--- config.mk ---
export PLATFORM = sky130hd
export DESIGN_NAME = lcd_bus_scheduler
export DESIGN_NICKNAME = d
export VERILOG_FILES = /design/src/rtl/lcd_bus_scheduler.sv
export SDC_FILE = /design/constraint.sdc
export NUM_CORES = 1
export LEC_CHECK = 0
export CAP_MARGIN = 20
export CORE_ASPECT_RATIO = 1.5
export CORE_MARGIN = 2
export CORE_UTILIZATION = 57
export CTS_CLUSTER_DIAMETER = 200
export DETAILED_ROUTE_END_ITERATION = 8
export PLACE_DENSITY = 0.85
export SKIP_CTS_REPAIR_TIMING = 1
export SYNTH_ARGS = -nofsm -noshare
export SYNTH_HDL_FRONTEND = slang
export SYNTH_SLANG_ARGS = --single-unit
--- constraint.sdc ---
create_clock -name clk -period 3.85 [get_ports clk]
set_input_delay 0.77 -clock clk [delete_from_list [all_inputs] [get_ports clk]]
set_output_delay 0.77 -clock clk [all_outputs]
set_load 0.01 [all_outputs]
--- src/rtl/lcd_bus_scheduler.sv ---
// Write-only HD44780-style LCD bus scheduler: arbitrates two requesters (0 has fixed priority)
// and generates RS/E setup, enable-pulse, hold and execution-wait timing for each byte.
module lcd_bus_scheduler #(
  parameter int unsigned SETUP_CYC      = 3,
  parameter int unsigned E_HIGH_CYC     = 25,
  parameter int unsigned HOLD_CYC       = 3,
  parameter int unsigned CMD_WAIT_CYC   = 2500,
  parameter int unsigned CLEAR_WAIT_CYC = 82000
) (
  input  logic       clk,
  input  logic       reset,
  input  logic       req0,
  input  logic       rs0,
  input  logic [7:0] data0,
  output logic       ack0,
  input  logic       req1,
  input  logic       rs1,
  input  logic [7:0] data1,
  output logic       ack1,
  output logic       lcd_rs,
  output logic       lcd_rw,
  output logic       lcd_e,
  output logic [7:0] lcd_data,
  output logic       busy
);

  localparam int unsigned MAX_AB  = (SETUP_CYC > E_HIGH_CYC) ? SETUP_CYC : E_HIGH_CYC;
  localparam int unsigned MAX_ABC = (MAX_AB > HOLD_CYC) ? MAX_AB : HOLD_CYC;
  localparam int unsigned MAX_W   = (CMD_WAIT_CYC > CLEAR_WAIT_CYC) ? CMD_WAIT_CYC : CLEAR_WAIT_CYC;
  localparam int unsigned MAX_CYC = (MAX_ABC > MAX_W) ? MAX_ABC : MAX_W;
  localparam int unsigned CW      = $clog2(MAX_CYC + 1);

  localparam logic [CW-1:0] SETUP_LD = CW'(SETUP_CYC - 1);
  localparam logic [CW-1:0] E_LD     = CW'(E_HIGH_CYC - 1);
  localparam logic [CW-1:0] HOLD_LD  = CW'(HOLD_CYC - 1);
  localparam logic [CW-1:0] CMD_LD   = CW'(CMD_WAIT_CYC - 1);
  localparam logic [CW-1:0] CLEAR_LD = CW'(CLEAR_WAIT_CYC - 1);

  typedef enum logic [2:0] {IDLE, SETUP, PULSE, HOLD, WAIT} state_t;

  state_t        state;
  logic [CW-1:0] cnt;
  logic          owner;
  logic          clear_cmd;
  logic [CW-1:0] wait_ld;

  assign lcd_rw = 1'b0;

  // Clear (0x01) and home (0x02/0x03) need the long execution wait.
  always_comb begin
    clear_cmd = !lcd_rs && (lcd_data[7:2] == '0) && (lcd_data != '0);
    wait_ld   = clear_cmd ? CLEAR_LD : CMD_LD;
  end

  always_ff @(posedge clk) begin
    if (reset) begin
      state    <= IDLE;
      cnt      <= '0;
      owner    <= 1'b0;
      lcd_rs   <= 1'b0;
      lcd_e    <= 1'b0;
      lcd_data <= '0;
      ack0     <= 1'b0;
      ack1     <= 1'b0;
      busy     <= 1'b0;
    end else begin
      ack0 <= 1'b0;
      ack1 <= 1'b0;
      case (state)
        IDLE: begin
          if (req0 || req1) begin
            if (req0) begin
              lcd_rs   <= rs0;
              lcd_data <= data0;
              owner    <= 1'b0;
            end else begin
              lcd_rs   <= rs1;
              lcd_data <= data1;
              owner    <= 1'b1;
            end
            cnt   <= SETUP_LD;
            busy  <= 1'b1;
            state <= SETUP;
          end
        end
        SETUP: begin
          if (cnt == '0) begin
            cnt   <= E_LD;
            lcd_e <= 1'b1;
            state <= PULSE;
          end else begin
            cnt <= cnt - CW'(1);
          end
        end
        PULSE: begin
          if (cnt == '0) begin
            cnt   <= HOLD_LD;
            lcd_e <= 1'b0;
            state <= HOLD;
          end else begin
            cnt <= cnt - CW'(1);
          end
        end
        HOLD: begin
          if (cnt == '0) begin
            cnt   <= wait_ld;
            state <= WAIT;
            // A one-cycle wait means the first WAIT cycle is already the ack cycle.
            if (wait_ld == '0) begin
              ack0 <= !owner;
              ack1 <= owner;
            end
          end else begin
            cnt <= cnt - CW'(1);
          end
        end
        WAIT: begin
          if (cnt == '0) begin
            busy  <= 1'b0;
            state <= IDLE;
          end else begin
            cnt <= cnt - CW'(1);
            if (cnt == CW'(1)) begin
              ack0 <= !owner;
              ack1 <= owner;
            end
          end
        end
        default: begin
          lcd_e <= 1'b0;
          busy  <= 1'b0;
          state <= IDLE;
        end
      endcase
    end
  end

endmodule

==> out/metrics.cfg <==
[setup_path]
end_kind=flip-flop
path_cells=inv_1 > ha_1 > nor4b_1 > nand4_2 > mux2i_1 > o31ai_1 > o21ai_0 > a21oi_1
reg2reg_slack_ns=1.33
max_stage_delay_ns=0.42
cp_num_cells=8
rr_endpoint=cnt[4]
cp_data_required_time_ns=4.01
crit_type=reg -> reg
cp_max_fo=16
reg2reg_depth=8
startpoint_type=flip-flop
path_buf_inv=1
cp.arrival_ns=2.68
endpoint=cnt[4]
cp_slowest_cell=nand4_2
cpLargestDelayFamily=simple AND/OR/NAND/NOR gates
worstReg2RegStart=cnt[0]
cp-startpoint=cnt[0]

[timing]
hold_viol=0
worst_pin_slew_ns=0.744
slew_violations=0
rsz0062_at_grt=false
setup_viol=0
fmax_mhz=397
clock_skew_ns=0.00295
maxSlewHeadroom_pct=50.3
tns_ns=0
min_period_ns=2.52
period_share_pct=65.5

[detailed_routing]
vias_per_cell=6.20
wl_per_cell_um=16.2
drtIter0Drc=56
ant_nets=0
via_count=2010
drt-total-wl_mm=5.26
dr.pass1.iters=4
route.detailed.drc=0

[synth]
synth.most_common_cell=nor2_1
syn_nets=283
synth-edff-count=0
synth_top_family_by_area=simple AND/OR/NAND/NOR gates
synthTopCellsByCount=nor2_1 (38), dfxtp_1 (34), a21oi_1 (18), nand2_1 (18), o21ai_0 (15)
yosys.area_share.simple_pct=29.1
synth-compound-area-share_pct=23.1
synthMuxAreaShare_pct=4.85
synth.yosys.seq_area_share_pct=33.0
synthAdderAreaFrac_pct=1.21
yosysWarnings=0
synth_area_sq_mm=0.00206
ys.flop_type=dfxtp_1
postSynthCellCount=259
synth.distinct_cells=60
async_reset_ff_share_pct=0
yosysTopAreaCellShare_pct=33.0
yosysTopAreaCell=dfxtp_1
avgSynthCellArea_sq_um=7.97
synth-seq-cells=34
synthTopCellsByArea=dfxtp_1 (33%), nor2_1 (6.9%), mux2i_1 (4.9%)
yosys.area_share.xor_xnor_pct=2.55

[power]
p_seq_share_pct=28.2
p_sw_uw=1170
swShare_pct=49.6
p_int_uw=1190
p_per_area_mw_per_mm2=967
ir_worst_vdd_mv=0.583
p_leak_uw=0.000938
power_frac_comb_pct=61.0
power_frac_clock_pct=10.8

[cts]
clkTransAtPathRegs_ns=0.07
cts_tree=built
clock_latency_ns=0.29
cts_root_buffer=clkbuf_8
cts.htree.levels=2
cts.sink_count=34
cts_buffers=5
clockBufferDepth=2

[grt]
grt_start_max_net_pins=27
grtUsageMet1_pct=31.8
overflow=0
grt_pass1_vias=1901
grt_util_met2_pct=48.4
grt_use_met3_pct=6.35
top_usage_layer=met2
antenna_found_initial=0
grtUsageTotal_pct=28.6
grt_pass1_wl_mm=8.78

[finish]
n_fill_cell=296
multiInputGateArea_sq_mm=0.00126
final_util_pct=70.8
drive_gt1_share_pct=8.16
num_antenna_cells=0
nets=306
syn2layout_area_growth_pct=18.3
ff_latch_area_sq_um=681

[place]
gp_congestion=0.871
numPortBuffers=34
place_hpwl_mm=3.88

[job]
maxCapViolations=0

[die]
dieArea_sq_mm=0.00413
io_pins=36
initial_core_util_pct=59.8
die_y_um=77.7
core_area_sq_mm=0.00345
chipWidth_um=53.1
rows=26

[status]
status=finished, final reports clean

[min_path]
hold_path_class=reg -> reg

worst reg2reg max path: cells and delay by family, from the launching register on:
kind                       cells  cell delay (ns)
adders and majority gates      1             0.33
DFF                            1             0.38
buffers and inverters          1             0.11
muxes                          1             0.32
and+or+nand+nor                2             0.83
AOI/OAI and AO/OA              3             0.42
metrics by stage:
stage                     hold WS (ns)  power [uW]  area [sq um]  instances  setup WS [ns]
after floorplan                  0.413        1790          2060        259           1.91
after global placement           0.439        2050          2360        317           1.11
after detailed placement         0.436        2090          2360        317           1.06
after CTS                        0.447        2350          2440        324           1.36
after global routing             0.473        2560          2440        324           1.00
final                            0.444        2360          2440        324           1.33
worst min path at each step:
stage	from	to	slack (ns)	depth (start not counted)
finish	owner	ack0	0.44	1
global route	owner	ack1	0.47	2
CTS	owner	ack1	0.45	2
detailed placement	owner	ack1	0.44	2
global placement	owner	ack1	0.44	2
floorplan	owner	ack0	0.41	1
cell usage in the layout (no fill, tap or decap), types with 3 or more instances in the layout:
cell             netlist  layout
clkdlybuf4s50_1        0      34
dfxtp_1               34      34
nand3_1                5       5
a211oi_1              10      10
inv_1                  4       4
nor4_2                 3       3
a31oi_1                4       4
xor2_1                 4       4
nand2_1               18      18
o21bai_1               5       5
mux2i_1               10      10
o21ai_0               15      15
nor2b_1                4       4
clkbuf_8               0       5
o21ai_1                3       3
nor4_1                 3       3
a21oi_1               18      18
nor2_1                38      38
nor3_1                12      12
flip-flops by register name, summed over array words and instances (netlist names):
register,cells
lcd_rs,1
lcd_data,8
ack0,1
lcd_e,1
cnt,17
owner,1
state,3
busy,1
ack1,1
power by group through the flow:
stage / Combinational [uW] / Clock (uW) / Sequential [uW]
after floorplan: 1190 / 0 / 599
after global placement: 1390 / 0 / 658
after detailed placement: 1430 / 0 / 667
after CTS: 1440 / 255 / 661
after global routing: 1600 / 268 / 686
final: 1440 / 254 / 665
area by class of cell:
cell class                 count  area share, %
inverter                       4          0.615
tap                           42           2.15
clock buffer                   5           2.82
sequential                    34           27.9
timing repair buffer          36           14.6
clock inverter                 2          0.410
multi-input combinational    201           51.6
per-layer routing:
layer,part of all wire (%),up-vias
li1,-,980
met3,4.6,19
met2,53,72
met5,0,-
met1,38,939
met4,4.1,0
cell families after synthesis:
| family | count (synthesis) |
|---|---|
| AOI/OAI and AO/OA | 73 |
| xor gates and xnor gates | 6 |
| adders and majority gates | 2 |
| buffers and inverters | 24 |
| DFF | 34 |
| muxes | 10 |
| other | 1 |
| and+or+nand+nor | 109 |
Power figures use the tool's default switching activity.
